**config.mk**
```make
export PLATFORM = sky130hd
export DESIGN_NAME = osd_cmd_tx
export DESIGN_NICKNAME = d
export VERILOG_FILES = /design/src/rtl/osd_cmd_tx.sv
export SDC_FILE = /design/constraint.sdc
export NUM_CORES = 1
export LEC_CHECK = 0
export ABC_AREA = 1
export CAP_MARGIN = 15
export CORE_MARGIN = 5
export CORE_UTILIZATION = 49
export DETAILED_ROUTE_END_ITERATION = 16
export GPL_TIMING_DRIVEN = 0
export PLACE_DENSITY = 0.89
export SYNTH_ARGS = -nofsm -noshare
export SYNTH_HDL_FRONTEND = slang
export SYNTH_SLANG_ARGS = --single-unit
```
**constraint.sdc**
```tcl
create_clock -name clk_sys -period 3.71 [get_ports clk_sys]
set_input_delay 1.113 -clock clk_sys [delete_from_list [all_inputs] [get_ports clk_sys]]
set_output_delay 1.113 -clock clk_sys [all_outputs]
set_load 0.02 [all_outputs]
```
**src/rtl/osd_cmd_tx.sv**
```systemverilog
// osd_cmd_tx: frames single-cycle OSD requests into io_osd/io_strobe/io_din word sequences.
// Optional `OSD_FILL_EN adds fill_en/fill_byte so a WRITE sends a constant byte instead of RAM data.
module osd_cmd_tx #(
  parameter int STROBE_HI = 2,
  parameter int STROBE_LO = 2,
  parameter int END_GAP   = 4
) (
  input  logic        clk_sys,
  input  logic        reset,
  input  logic        req,
  input  logic [1:0]  req_op,
  input  logic [4:0]  req_row,
  input  logic [12:0] req_len,
  input  logic [11:0] info_x,
  input  logic [11:0] info_y,
  input  logic [5:0]  info_w,
  input  logic [5:0]  info_h,
  input  logic [1:0]  info_rot,
`ifdef OSD_FILL_EN
  input  logic        fill_en,
  input  logic [7:0]  fill_byte,
`endif
  output logic        busy,
  output logic        done,
  output logic        rd_en,
  output logic [12:0] rd_addr,
  input  logic [7:0]  rd_data,
  output logic        io_osd,
  output logic        io_strobe,
  output logic [15:0] io_din
);
  localparam int SH = STROBE_HI < 1 ? 1 : STROBE_HI;
  localparam int SL = STROBE_LO < 2 ? 2 : STROBE_LO;
  localparam int EG = END_GAP < 2 ? 2 : END_GAP;
  typedef enum logic [2:0] {S_IDLE, S_SETUP, S_HI, S_LO, S_END} state_t;
  state_t      r_state, w_next;
  logic [15:0] r_cnt;
  logic [1:0]  r_op;
  logic [4:0]  r_row;
  logic [12:0] r_plen, r_idx;
  logic [11:0] r_x, r_y;
  logic [5:0]  r_w, r_h;
  logic [1:0]  r_rot;
  logic [15:0] r_din;
  logic        r_done;
  logic [13:0] w_room;
  logic [12:0] w_len, w_plen;
  logic [7:0]  w_cmd, w_fbyte;
  logic [15:0] w_field;
  logic        w_accept, w_last, w_more, w_write, w_info, w_fill, w_fetch, w_byp;
`ifdef OSD_FILL_EN
  logic       r_fill;
  logic [7:0] r_fbyte;
  always_ff @(posedge clk_sys or posedge reset)
    if (reset) begin
      r_fill  <= 1'b0;
      r_fbyte <= 8'h00;
    end else if (w_accept) begin
      r_fill  <= fill_en;
      r_fbyte <= fill_byte;
    end
  assign w_fill  = r_fill;
  assign w_fbyte = r_fbyte;
`else
  assign w_fill  = 1'b0;
  assign w_fbyte = 8'h00;
`endif
  // a write never runs past the end of the 8 KB source space
  assign w_room   = 14'd8192 - {1'b0, req_row, 8'h00};
  assign w_len    = ({1'b0, req_len} > w_room) ? w_room[12:0] : req_len;
  assign w_plen   = req_op == 2'd0 ? w_len : req_op == 2'd2 ? 13'd5 : 13'd0;
  assign w_cmd    = req_op == 2'd0 ? {3'b001, req_row} : req_op == 2'd1 ? 8'h41 :
                    req_op == 2'd2 ? 8'h45 : 8'h40;
  assign w_field  = r_idx == 13'd0 ? {4'h0, r_x} : r_idx == 13'd1 ? {4'h0, r_y} :
                    r_idx == 13'd2 ? {10'h0, r_w} : r_idx == 13'd3 ? {10'h0, r_h} : {14'h0, r_rot};
  assign w_accept = r_state == S_IDLE && req;
  assign w_more   = r_idx < r_plen;
  assign w_write  = r_op == 2'd0;
  assign w_info   = r_op == 2'd2;
  assign w_last   = r_state == S_SETUP || (r_state == S_HI && r_cnt == 16'(SH - 1)) ||
                    (r_state == S_LO && r_cnt == 16'(SL - 1)) || (r_state == S_END && r_cnt == 16'(EG - 1));
  assign w_fetch  = r_state == S_LO && r_cnt == 16'd0 && w_more && w_write && !w_fill;
  // RAM data arrives in the second LO cycle; forward it so io_din settles before the strobe rises
  assign w_byp    = r_state == S_LO && r_cnt == 16'd1 && w_more && w_write && !w_fill;
  always_ff @(posedge clk_sys or posedge reset)
    if (reset) begin
      r_state <= S_IDLE;
      r_cnt   <= '0;
    end else begin
      r_state <= w_next;
      r_cnt   <= (w_next != r_state || r_state == S_IDLE) ? 16'd0 : r_cnt + 16'd1;
    end
  always_comb begin
    w_next = r_state;
    case (r_state)
      S_IDLE:  w_next = req ? S_SETUP : S_IDLE;
      S_SETUP: w_next = S_HI;
      S_HI:    w_next = w_last ? S_LO : S_HI;
      S_LO:    w_next = w_last ? (w_more ? S_HI : S_END) : S_LO;
      S_END:   w_next = w_last ? S_IDLE : S_END;
      default: w_next = S_IDLE;
    endcase
  end
  always_comb begin
    busy      = r_state != S_IDLE;
    io_osd    = r_state == S_SETUP || r_state == S_HI || r_state == S_LO;
    io_strobe = r_state == S_HI;
    rd_en     = w_fetch;
    io_din    = w_byp ? {8'h00, rd_data} : r_din;
  end
  assign done    = r_done;
  assign rd_addr = {r_row, 8'h00} + r_idx;
  always_ff @(posedge clk_sys or posedge reset)
    if (reset) begin
      r_op   <= '0;
      r_row  <= '0;
      r_plen <= '0;
      r_idx  <= '0;
      r_x    <= '0;
      r_y    <= '0;
      r_w    <= '0;
      r_h    <= '0;
      r_rot  <= '0;
      r_din  <= '0;
      r_done <= 1'b0;
    end else begin
      r_done <= r_state == S_END && w_last;
      if (w_accept) begin
        r_op   <= req_op;
        r_row  <= req_row;
        r_plen <= w_plen;
        r_idx  <= '0;
        r_x    <= info_x;
        r_y    <= info_y;
        r_w    <= info_w;
        r_h    <= info_h;
        r_rot  <= info_rot;
        r_din  <= {8'h00, w_cmd};
      end else if (r_state == S_LO) begin
        if (r_cnt == 16'd0 && w_more && w_info) r_din <= w_field;
        if (r_cnt == 16'd0 && w_more && w_write && w_fill) r_din <= {8'h00, w_fbyte};
        if (w_byp) r_din <= {8'h00, rd_data};
        if (w_last && w_more) r_idx <= r_idx + 13'd1;
        if (w_last && !w_more) r_din <= '0;
      end
    end
endmodule

```
* Yosys cells after proc, flatten, opt, wreduce, memory -nomap -nowiden *
Index checks and enable logic that the tools add are counted.

cells by class
  add/subtract/negate cells = 4
  magnitude comparators = 2
  equality and inequality tests = 13
  muxes and demuxes = 26
  reductions and logical operators = 32

operators with widths
  kind                    count
  $mux 16                 7
  $mux 13                 5
  $eq 13x2->1 const B     2
  $mux 12                 2
  $mux 3                  6
  $add 16x1->16 const B   1
  $eq 16x1->1 const B     1
  $eq 16x2->1 const B     1
  $logic_not 16->1        1
  $pmux 3 s5              1
  $gt 13x14->1            1
  $logic_and 1x1->1       14
  $sub 14x13->14 const A  1
  $add 13x1->13 const B   1
  $add 13x13->13          1
  $eq 13x1->1 const B     1
  $logic_not 13->1        1
  $lt 13x13->1            1
  $mux 6                  2
  $mux 7                  1
  $eq 3x2->1 const B      2
  $logic_or 1x1->1        6
  $eq 2x2->1 const B      2
  $logic_not 2->1         2
  11 further kinds        14

word-level totals
  flip-flop bits (word level) = 107
  output and inout port bits = 34
  word-level logic and storage cells = 90

* Depth between registers and ports, before layout *
Gate-level depths: netlist of the first run.

  depth after elaboration = 10
  mapped depth = 17
  mapped depth without buffers = 16

* Least setup slack after synthesis of the first run *
Ideal clock, no wire load.

  path kind = reg2out
  start point = register r_idx[12]
  end point = output rd_en
  data arrival time = 2.067 ns
  required time = 2.597 ns
  setup slack = 0.530 ns
  cell stages (with the launch flop) = 11
  path through = dfrtp_1 -> ha_1 -> nand2_2 -> inv_1 -> nand2_1 -> nand2_1 -> a21oi_4 -> nand2_2 -> nor2_1 -> nand2_1 -> nor4_1

between the ends
  cells in the longest elaborated chain, start to end = 3

ends and longest elaborated chain
  element                         line  RTL
  from (decl)                     40    logic [12:0] r_plen, r_idx;
  from (signal assigned)          143   if (w_last && w_more) r_idx <= r_idx + 13'd1;
  $lt 13x13->1                    77    assign w_more = r_idx < r_plen;
  $logic_and 1x1->1 (2 in a row)  82    assign w_fetch = r_state == S_LO && r_cnt == 16'd0 && w_more && w_write && !w_fill;
  to (decl)                       25    output logic rd_en,

No other way between the ends.

* Worst setup path after layout of the first run *
  start point = register r_idx[8]
  end point = output io_din[1]

between the ends
  cells in the longest elaborated chain, start to end = 4

ends and longest elaborated chain
  element                         line  RTL
  $lt 13x13->1                    77
  $logic_and 1x1->1 (2 in a row)  84    assign w_byp = r_state == S_LO && r_cnt == 16'd1 && w_more && w_write && !w_fill;
  $mux 16                         109   io_din = w_byp ? {8'h00, rd_data} : r_din;
  to (decl)                       30    output logic [15:0] io_din

No other way between the ends.

==> report_table.html, run 1 <==
<table>
<tr><th>Metric</th><th>Value</th></tr>
<tr><th colspan="2">STA</th></tr>
<tr><td>Worst Max-Slew Pin Slew</td><td>577 ps</td></tr>
<tr><td>Clock period minus final worst setup slack</td><td>3620 ps</td></tr>
<tr><td>Worst rel slew slack</td><td>61.2%</td></tr>
<tr><td>Fin. Hold Viols</td><td>0</td></tr>
<tr><td>Maximum clock frequency</td><td>0.277 GHz</td></tr>
<tr><td>Worst path setup slack after routing</td><td>95.0 ps</td></tr>
<tr><td>Number of setup violations in the final report</td><td>0</td></tr>
<tr><td>Maximum clock skew at final layout</td><td>8.28 ps</td></tr>
<tr><td>Period utilization</td><td>97.4%</td></tr>
<tr><td>Sum of negative setup slack</td><td>0 ps</td></tr>
<tr><td>Setup repair after global routing missed its margin</td><td>true</td></tr>
<tr><td>Max Transition Viols Final</td><td>0</td></tr>
<tr><th colspan="2">Synth</th></tr>
<tr><td>Mapped Avg Cell Area</td><td>7.44 um^2</td></tr>
<tr><td>EDFF count, synth</td><td>0</td></tr>
<tr><td>Leading cell types by total area after synthesis</td><td>sky130_fd_sc_hd__dfrtp_1, sky130_fd_sc_hd__nand2_1, sky130_fd_sc_hd__inv_1</td></tr>
<tr><td>Fraction of synthesized cell area taken by the top area cell type</td><td>40.7%</td></tr>
<tr><td>Syn Inst Count</td><td>851</td></tr>
<tr><td>Cell taking the most area after synthesis</td><td>sky130_fd_sc_hd__dfrtp_1</td></tr>
<tr><td>Yosys cell types</td><td>45</td></tr>
<tr><td>Asr flop ratio synth</td><td>100%</td></tr>
<tr><td>Most frequent cells after synthesis</td><td>sky130_fd_sc_hd__nand2_1, sky130_fd_sc_hd__inv_1, sky130_fd_sc_hd__dfrtp_1</td></tr>
<tr><td>Leading register cell type out of synthesis</td><td>sky130_fd_sc_hd__dfrtp_1</td></tr>
<tr><td>Sequential share of the synthesized area</td><td>40.7%</td></tr>
<tr><td>Most common cell in the synthesized netlist</td><td>sky130_fd_sc_hd__nand2_1</td></tr>
<tr><td>Total standard cell area after synthesis</td><td>6330 um^2</td></tr>
<tr><td>Total of flip-flops plus latches after synthesis</td><td>103</td></tr>
<tr><td>Total number of yosys warnings</td><td>0</td></tr>
<tr><th colspan="2">GRT</th></tr>
<tr><td>Pin count of the biggest net entering global routing</td><td>32</td></tr>
<tr><td>Antenna violations before repair</td><td>0</td></tr>
<tr><td>Overflow left after global routing</td><td>0</td></tr>
<tr><td>Number of global-route vias before repair</td><td>5902</td></tr>
<tr><td>First-pass GRT wire length</td><td>27900 um</td></tr>
<tr><td>Aggregate global-route resource usage</td><td>23.3%</td></tr>
<tr><th colspan="2">Run</th></tr>
<tr><td>Max-cap violation count</td><td>0</td></tr>
<tr><th colspan="2">Clocking</th></tr>
<tr><td>Clock net sink count</td><td>103</td></tr>
<tr><td>Worst-Skew Late Latency</td><td>360 ps</td></tr>
<tr><td>Clock root buffer</td><td>sky130_fd_sc_hd__clkbuf_16</td></tr>
<tr><td>Hold buffer count at cts</td><td>0</td></tr>
<tr><td>CTS tree</td><td>done</td></tr>
<tr><td>Number of clock buffers inserted by TritonCTS</td><td>9</td></tr>
<tr><td>CTS H-tree lvls</td><td>3</td></tr>
<tr><td>Buffer levels on the longest clock path</td><td>2</td></tr>
<tr><td>CTS clock-pin slew for the worst setup and hold paths</td><td>80 ps</td></tr>
<tr><th colspan="2">Placed design</th></tr>
<tr><td>Placement Cell Area</td><td>7610 um^2</td></tr>
<tr><td>Pre-CTS setup slack</td><td>-213 ps</td></tr>
<tr><td>Final RePlAce weighted congestion</td><td>0.924</td></tr>
<tr><td>Count of input and output buffers</td><td>98</td></tr>
<tr><td>Total half-perimeter wirelength after legalization and detailed placement</td><td>13200 um</td></tr>
<tr><th colspan="2">Floorplan</th></tr>
<tr><td>FP Rows</td><td>41</td></tr>
<tr><td>Starting density of the core</td><td>50.2%</td></tr>
<tr><td>Top-Level Pins</td><td>103</td></tr>
<tr><td>Std-Cell Core Area</td><td>12600 um^2</td></tr>
<tr><td>Die Wd</td><td>124 um</td></tr>
<tr><td>Die extent in y</td><td>124 um</td></tr>
<tr><td>Die footprint</td><td>15300 um^2</td></tr>
<tr><th colspan="2">Detailed routing</th></tr>
<tr><td>Detailed Route WL</td><td>17300 um</td></tr>
<tr><td>Met3 layer wire length in the routed design</td><td>1210 um</td></tr>
<tr><td>Top routing layer in use</td><td>met4</td></tr>
<tr><td>Number of remaining DRC errors</td><td>0</td></tr>
<tr><td>Vias</td><td>6135</td></tr>
<tr><td>Met1 wire length</td><td>7120 um</td></tr>
<tr><td>Via-per-instance ratio</td><td>5.34</td></tr>
<tr><td>Average detailed-routed wire length per instance</td><td>15.1 um</td></tr>
<tr><td>Detailed router's first-iteration violation count</td><td>593</td></tr>
<tr><td>Detailed route wirelength on metal2</td><td>8450 um</td></tr>
<tr><td>Antenna Violating Nets Remaining</td><td>0</td></tr>
<tr><td>First-pass DRT Iterations</td><td>6</td></tr>
<tr><th colspan="2">Worst setup path</th></tr>
<tr><td>Category of cells accounting for the largest share of critical-path delay</td><td>compound AO/OA/AOI/OAI gates</td></tr>
<tr><td>Cell mode on critical path</td><td>sky130_fd_sc_hd__buf_6</td></tr>
<tr><td>Worst path slowest cell</td><td>sky130_fd_sc_hd__dfrtp_1</td></tr>
<tr><td>Source of the critical timing path</td><td>r_idx[8]$_DFFE_PP0P_</td></tr>
<tr><td>Critical path capture point</td><td>io_din[1]</td></tr>
<tr><td>Reg-to-reg critical path endpoint</td><td>r_din[0]$_DFFE_PP0P_</td></tr>
<tr><td>Crit path launch type</td><td>register</td></tr>
<tr><td>Startpoint of the most critical register-to-register path</td><td>r_idx[0]$_DFFE_PP0P_</td></tr>
<tr><td>CP Max Fanout</td><td>10</td></tr>
<tr><td>Depth of the critical timing path with buffers and inverters included</td><td>9</td></tr>
<tr><td>Worst path max stage delay</td><td>450 ps</td></tr>
<tr><td>Arrival @ worst endpoint</td><td>2500 ps</td></tr>
<tr><td>Worst path bufs/invs</td><td>3</td></tr>
<tr><td>Worst setup path category</td><td>register to output port</td></tr>
<tr><td>Worst EP required</td><td>2600 ps</td></tr>
<tr><td>Depth of the worst register-to-register path</td><td>12</td></tr>
<tr><td>Series of cell instances along the critical path</td><td>ha_1, a21oi_1, nand2_1, a21oi_4, nand4_1, buf_6, buf_6, o21ai_2, buf_2</td></tr>
<tr><td>Worst setup EP type</td><td>output port</td></tr>
<tr><td>Reg2Reg Setup Slack</td><td>1240 ps</td></tr>
<tr><th colspan="2">Cells and area</th></tr>
<tr><td>Final core utilization</td><td>63.1%</td></tr>
<tr><td>Finished layout cell area</td><td>7970 um^2</td></tr>
<tr><td>Fraction of final layout cells with drive strength greater than 1</td><td>10.7%</td></tr>
<tr><td>Antenna Cells</td><td>0</td></tr>
<tr><td>Number of nets at the end of the flow</td><td>1072</td></tr>
<tr><td>Final-layout fill cell count</td><td>1091</td></tr>
<tr><td>Area added between synthesis and finish</td><td>25.8%</td></tr>
<tr><th colspan="2">Power and ir drop</th></tr>
<tr><td>Power density of the placed cells</td><td>291 nW/um^2</td></tr>
<tr><td>Total power consumption of the routed design</td><td>2.32 mW</td></tr>
<tr><td>Leak</td><td>4.05 nW</td></tr>
<tr><td>Peak ir drop on the vdd network</td><td>0.000198 V</td></tr>
<tr><th colspan="2">Worst hold path</th></tr>
<tr><td>Type of the most critical hold path</td><td>register to register</td></tr>
<tr><th colspan="2">Run status</th></tr>
<tr><td>Result of the run</td><td>complete, no violations</td></tr>
</table>
==> cell type report <==
class	instances	area [um^2]	share of cell area [%]
multi-input combinational	599	3140	39.4
tap	172	215	2.70
timing repair buffer	106	1040	13.1
clock inverter	7	80.1	1.01
clock buffer	9	225	2.83
buffer	37	245	3.08
sequential	103	2580	32.4
inverter	115	435	5.47
==> per-layer routing <==
| metal | track usage, % | up-vias |
|---|---|---|
| met5 | 0 | - |
| li1 | - | 2945 |
| met1 | 30.1 | 2897 |
| met4 | 9.69 | 0 |
| met3 | 3.95 | 40 |
| met2 | 38.9 | 253 |
==> worst min-delay path, stage by stage (launching register included) <==
cell and delay, ps:
sky130_fd_sc_hd__dfrtp_1 350, sky130_fd_sc_hd__nand2_1 50, sky130_fd_sc_hd__nand2_1 50
==> timing repair <==
item,in CTS,in global routing
pin swaps,0,1
gates cloned,0,0
buffers inserted,0,5
gates resized for setup,40,21
setup endpoints to repair,13,20
==> worst min-delay path by stage <==
stage	from	end	depth (start not counted)
2_1_floorplan	r_y[6]$_DFFE_PP0P_	r_y[6]$_DFFE_PP0P_	2
3_3_place_gp	r_x[4]$_DFFE_PP0P_	r_x[4]$_DFFE_PP0P_	2
3_5_place_dp	r_y[9]$_DFFE_PP0P_	r_y[9]$_DFFE_PP0P_	2
4_1_cts	r_y[9]$_DFFE_PP0P_	r_y[9]$_DFFE_PP0P_	2
5_1_grt	r_w[3]$_DFFE_PP0P_	r_w[3]$_DFFE_PP0P_	2
6_report	r_y[9]$_DFFE_PP0P_	r_y[9]$_DFFE_PP0P_	2
==> through the flow <==
step | hold WS, ps | std cells
final | 486 | 1148
after global routing | 507 | 1148
after CTS | 487 | 1143
after detailed placement | 467 | 1127
after global placement | 461 | 1124
after floorplan | 441 | 854
==> flip-flops by register name, indices dropped and copies added (netlist names) <==
register  flops
done          1
r_x          12
r_w           6
r_rot         2
r_op          2
r_y          12
r_row         5
r_h           6
r_idx        13
r_cnt        16
r_plen       13
r_state       3
r_din        12
==> logic make-up (layout without fill, tap and decap cells) <==
| group | Yosys count | after routing | share of synthesized area [%] |
|---|---|---|---|
| adder cells (fa/ha/maj) | 32 | 32 | 6.44 |
| XOR/XNOR | 16 | 16 | 2.21 |
| other | 1 | 4 | 0.0592 |
| buffers and inverters | 152 | 274 | 10.6 |
| AND/OR/NAND/NOR | 448 | 448 | 31.4 |
| flip-flops | 103 | 103 | 40.7 |
| AO/OA/AOI/OAI | 99 | 99 | 8.56 |
==> report_power, final <==
| part | leakage [nW] | internal, mW | switching [mW] |
|---|---|---|---|
| Clock | 0.148 | 0.533 | 0.463 |
| Combinational | 2.63 | 0.0987 | 0.0922 |
| Sequential | 1.27 | 1.13 | 0.00297 |
| Total | 4.05 | 1.76 | 0.559 |
==> layout by cell type, fill, tap and decap left out, drive strengths merged <==
| master | n |
|---|---|
| a21boi | 1 |
| a21o | 1 |
| a21oi | 27 |
| a22oi | 2 |
| a2bb2oi | 1 |
| a31oi | 2 |
| and2 | 1 |
| buf | 48 |
| bufinv | 1 |
| clkbuf | 16 |
| clkdlybuf4s50 | 85 |
| clkinv | 2 |
| clkinvlp | 2 |
| conb | 4 |
| dfrtp | 103 |
| dlygate4sd2 | 3 |
| fa | 1 |
| ha | 31 |
| inv | 117 |
| nand2 | 254 |
| nand3 | 59 |
| nand3b | 1 |
| nand4 | 17 |
| nor2 | 76 |
| nor3 | 23 |
| nor3b | 3 |
| nor4 | 8 |
| o211ai | 1 |
| o21ai | 55 |
| o21bai | 1 |
| o22ai | 5 |
| o31ai | 3 |
| or2 | 6 |
| xnor2 | 3 |
| xor2 | 13 |
Note: power is estimated with default switching activity, not from simulation.
==> run 2: changes to the inputs <==
- CORE_UTILIZATION: 49 -> 54
- PLACE_DENSITY: 0.89 -> 0.93
- clock period: 3.71 -> 3.6 ns (I/O delays scaled with it)
==> run 2 against run 1 <==
Sequential cell count unchanged. Combinational power about the same. Clock-buffer cell count unchanged. Wire length increased by 5.9%. Worst setup slack got worse by 90 ps. Design area increased by 0.52%. Sequential share of layout area decreased by 0.12 points. Hold slack improved by 2.4 ps. Die area decreased by 8.5%. First-iteration DRC count increased by 37%. Sequential power about the same. Largest cell class unchanged.
==> report_table.html, run 2 (synthesized netlist as in run 1, its figures left out) <==
<table>
<tr><th>Metric</th><th>Value</th></tr>
<tr><th colspan="2">Run status</th></tr>
<tr><td>Result of the run</td><td>complete, no violations</td></tr>
<tr><th colspan="2">Clocking</th></tr>
<tr><td>Clock root buffer</td><td>sky130_fd_sc_hd__clkbuf_16</td></tr>
<tr><td>CTS clock-pin slew for the worst setup and hold paths</td><td>80 ps (about the same)</td></tr>
<tr><td>Buffer levels on the longest clock path</td><td>2 (unchanged)</td></tr>
<tr><td>CTS H-tree lvls</td><td>3 (unchanged)</td></tr>
<tr><td>Number of clock buffers inserted by TritonCTS</td><td>9 (unchanged)</td></tr>
<tr><td>Worst-Skew Late Latency</td><td>350 ps (about the same)</td></tr>
<tr><td>CTS tree</td><td>done</td></tr>
<tr><td>Clock net sink count</td><td>103 (unchanged)</td></tr>
<tr><th colspan="2">Cells and area</th></tr>
<tr><td>Most common cell after layout, fill and taps aside</td><td>sky130_fd_sc_hd__nand2_1</td></tr>
<tr><td>Largest registers</td><td>r_cnt x16, r_idx x13, r_plen x13</td></tr>
<tr><td>Number of nets at the end of the flow</td><td>1075 (+0.28%)</td></tr>
<tr><td>Register bank with the most flops</td><td>r_cnt</td></tr>
<tr><td>Fraction of final layout cells with drive strength greater than 1</td><td>11.7% (+1.1 points)</td></tr>
<tr><td>Top library cells by usage in the layout, fill and taps aside</td><td>sky130_fd_sc_hd__nand2_1, sky130_fd_sc_hd__inv_1, sky130_fd_sc_hd__dfrtp_1, sky130_fd_sc_hd__clkdlybuf4s50_1, sky130_fd_sc_hd__nor2_1</td></tr>
<tr><td>Antenna Cells</td><td>0 (unchanged)</td></tr>
<tr><td>Number of flip-flops in the largest register</td><td>16 (unchanged)</td></tr>
<tr><td>Area added between synthesis and finish</td><td>26.5%</td></tr>
<tr><td>Finished layout cell area</td><td>8010 um^2 (+0.52%)</td></tr>
<tr><th colspan="2">Floorplan</th></tr>
<tr><td>Top-Level Pins</td><td>103 (unchanged)</td></tr>
<tr><td>FP Rows</td><td>39 (-4.9%)</td></tr>
<tr><td>Die Wd</td><td>118 um (-4.4%)</td></tr>
<tr><td>Std-Cell Core Area</td><td>11500 um^2 (-9.1%)</td></tr>
<tr><td>Die footprint</td><td>14000 um^2 (-8.5%)</td></tr>
<tr><td>Starting density of the core</td><td>55.2% (+5.0 points)</td></tr>
<tr><td>Die extent in y</td><td>118 um (-4.4%)</td></tr>
<tr><th colspan="2">Run</th></tr>
<tr><td>Max-cap violation count</td><td>0 (unchanged)</td></tr>
<tr><th colspan="2">Detailed routing</th></tr>
<tr><td>Vias</td><td>6376 (+3.9%)</td></tr>
<tr><td>Antenna Violating Nets Remaining</td><td>0 (unchanged)</td></tr>
<tr><td>Number of remaining DRC errors</td><td>0 (unchanged)</td></tr>
<tr><td>Via-per-instance ratio</td><td>5.68 (+6.3%)</td></tr>
<tr><td>Detailed router's first-iteration violation count</td><td>815 (+37%)</td></tr>
<tr><td>First-pass DRT Iterations</td><td>6 (unchanged)</td></tr>
<tr><td>Detailed Route WL</td><td>18300 um (+5.9%)</td></tr>
<tr><td>Average detailed-routed wire length per instance</td><td>16.3 um (+8.4%)</td></tr>
<tr><th colspan="2">Power and ir drop</th></tr>
<tr><td>Leak</td><td>4.06 nW (+0.21%)</td></tr>
<tr><td>Power share of the combinational group</td><td>8.1% (about the same)</td></tr>
<tr><td>Proportion of power drawn by flip-flops and latches</td><td>48.6% (about the same)</td></tr>
<tr><td>Net switching share of the total power</td><td>24.1% (-0.039 points)</td></tr>
<tr><td>Net switching power figure</td><td>0.576 mW (+3.1%)</td></tr>
<tr><td>Power density of the placed cells</td><td>299 nW/um^2 (+2.7%)</td></tr>
<tr><td>Cell-internal power</td><td>1.82 mW (+3.3%)</td></tr>
<tr><td>Proportion of power drawn by the clock network</td><td>43.3% (+0.3 points)</td></tr>
<tr><td>Peak ir drop on the vdd network</td><td>0.000215 V (+8.7%)</td></tr>
<tr><th colspan="2">STA</th></tr>
<tr><td>Sum of negative setup slack</td><td>0 ps (unchanged)</td></tr>
<tr><td>Max Transition Viols Final</td><td>0 (unchanged)</td></tr>
<tr><td>Worst rel slew slack</td><td>42.1% (-19 points)</td></tr>
<tr><td>Worst Max-Slew Pin Slew</td><td>867 ps (+289 ps)</td></tr>
<tr><td>Number of setup violations in the final report</td><td>0 (unchanged)</td></tr>
<tr><td>Maximum clock frequency</td><td>0.278 GHz</td></tr>
<tr><td>Clock period minus final worst setup slack</td><td>3600 ps</td></tr>
<tr><td>Period utilization</td><td>99.9%</td></tr>
<tr><td>Maximum clock skew at final layout</td><td>10.1 ps (+1.81 ps)</td></tr>
<tr><td>Fin. Hold Viols</td><td>0 (unchanged)</td></tr>
<tr><th colspan="2">GRT</th></tr>
<tr><td>Number of global-route vias before repair</td><td>6092 (+3.2%)</td></tr>
<tr><td>Antenna violations before repair</td><td>0 (unchanged)</td></tr>
<tr><td>Aggregate global-route resource usage</td><td>24.6% (+1.3 points)</td></tr>
<tr><td>First-pass GRT wire length</td><td>28500 um (+2.2%)</td></tr>
<tr><td>Overflow left after global routing</td><td>0 (unchanged)</td></tr>
<tr><td>Pin count of the biggest net entering global routing</td><td>41 (+28%)</td></tr>
<tr><th colspan="2">Worst setup path</th></tr>
<tr><td>Worst setup path category</td><td>register to output port</td></tr>
<tr><td>Reg-to-reg critical path endpoint</td><td>r_din[4]$_DFFE_PP0P_</td></tr>
<tr><td>Reg2Reg Setup Slack</td><td>1120 ps (-120 ps)</td></tr>
<tr><td>CP Max Fanout</td><td>10 (unchanged)</td></tr>
<tr><td>Worst EP required</td><td>2520 ps (-80 ps)</td></tr>
<tr><td>Crit path launch type</td><td>register</td></tr>
<tr><td>Worst setup EP type</td><td>output port</td></tr>
<tr><td>Depth of the worst register-to-register path</td><td>13 (+1)</td></tr>
<tr><td>Arrival @ worst endpoint</td><td>2520 ps (+20 ps)</td></tr>
<tr><td>Startpoint of the most critical register-to-register path</td><td>r_idx[0]$_DFFE_PP0P_</td></tr>
<tr><th colspan="2">Worst hold path</th></tr>
<tr><td>WHS Path Cells</td><td>2 (unchanged)</td></tr>
<tr><td>Min-delay src</td><td>r_h[0]$_DFFE_PP0P_</td></tr>
<tr><td>Type of the most critical hold path</td><td>register to register</td></tr>
<tr><td>End point of the worst hold path</td><td>r_h[0]$_DFFE_PP0P_</td></tr>
<tr><th colspan="2">Placed design</th></tr>
<tr><td>Total half-perimeter wirelength after legalization and detailed placement</td><td>12800 um (-3.0%)</td></tr>
<tr><td>Placement Cell Area</td><td>7550 um^2 (-0.84%)</td></tr>
<tr><td>Count of input and output buffers</td><td>98 (unchanged)</td></tr>
<tr><td>Final RePlAce weighted congestion</td><td>0.932 (+0.83%)</td></tr>
</table>
run 2: cell count changes in the layout (fill, tap and decap cells not counted), moves of 2 or more:
| cell | delta |
|---|---|
| sky130_fd_sc_hd__clkinv_4 | +2 |
| sky130_fd_sc_hd__buf_4 | +4 |
| sky130_fd_sc_hd__dfrtp_2 | +3 |
| sky130_fd_sc_hd__ha_1 | -5 |
| sky130_fd_sc_hd__ha_4 | +5 |
| sky130_fd_sc_hd__dfrtp_1 | -3 |
run 2: layout make-up:
type,count,area [um^2]
clock buffer,9,225
clock inverter,7,87.6
buffer,37,245
inverter,115,435
multi-input combinational,599,3190
fill,831,3460
timing repair buffer,109,1060
sequential,103,2580
tap,143,179
run 2: power by group through the flow:
stage / combinational [mW] / sequential, mW / clock (mW)
2_1_floorplan: 0.0765 / 1.19 / 0
3_3_place_gp: 0.182 / 1.19 / 0
3_5_place_dp: 0.190 / 1.19 / 0
4_1_cts: 0.190 / 1.16 / 1.03
5_1_grt: 0.211 / 1.16 / 1.08
6_report: 0.194 / 1.16 / 1.03
run 2: per-stage QoR:
| step | utilization [%] | total power, mW | std cells | setup slack [ps] | hold WS [ps] |
|---|---|---|---|---|---|
| 2_1_floorplan | - | 1.26 | 854 | 453 | 441 |
| 3_3_place_gp | 65.5 | 1.37 | 1095 | -215 | 462 |
| 3_5_place_dp | 65.8 | 1.38 | 1097 | -307 | 468 |
| 4_1_cts | 68.6 | 2.39 | 1114 | 1.60 | 481 |
| 5_1_grt | 69.8 | 2.46 | 1122 | -51.0 | 514 |
| 6_report | 69.8 | 2.39 | 1122 | 4.54 | 488 |
run 2: per-layer routing:
metal | routed length (um) | track usage, % | share of wire, %
met5 | 0 | 0 | 0
met4 | 841 | 11.6 | 4.6
met3 | 1700 | 5.25 | 9.3
met2 | 8910 | 41.3 | 49
met1 | 6890 | 30.3 | 38
run 2: worst max-delay path, stage by stage, from the launching register on:
cell and delay (ps):
sky130_fd_sc_hd__dfrtp_1 460, sky130_fd_sc_hd__ha_4 250, sky130_fd_sc_hd__nand2_1 100, sky130_fd_sc_hd__inv_1 70, sky130_fd_sc_hd__nand2_1 80, sky130_fd_sc_hd__nand2_1 90
sky130_fd_sc_hd__a21oi_4 240, sky130_fd_sc_hd__nand4_1 180, sky130_fd_sc_hd__buf_6 180, sky130_fd_sc_hd__buf_6 150, sky130_fd_sc_hd__nand2_1 80, sky130_fd_sc_hd__nand2_1 100
sky130_fd_sc_hd__buf_2 180
run 2: worst max path at each step:
stage                                        to  cells past startpoint  slack, ps             startpoint
after floorplan                           rd_en                     10        450  r_idx[12]$_DFFE_PP0P_
after global routing                  io_din[1]                     11        -50   r_idx[8]$_DFFE_PP0P_
after global placement    r_plen[9]$_DFFE_PP0P_                     13       -210             req_row[0]
final                                 io_din[5]                     12          5   r_idx[8]$_DFFE_PP0P_
after CTS                             io_din[5]                     12          2  r_idx[12]$_DFFE_PP0P_
after detailed placement  r_plen[9]$_DFFE_PP0P_                     13       -310             req_row[0]
run 2: what timing repair did:
action,4_1_cts,5_1_grt
setup buffers,1,8
endpoints found under the setup margin,13,21
pin swaps,0,3
hold buffers,0,0
gates resized for setup,43,27
hold endpoints to repair,0,0
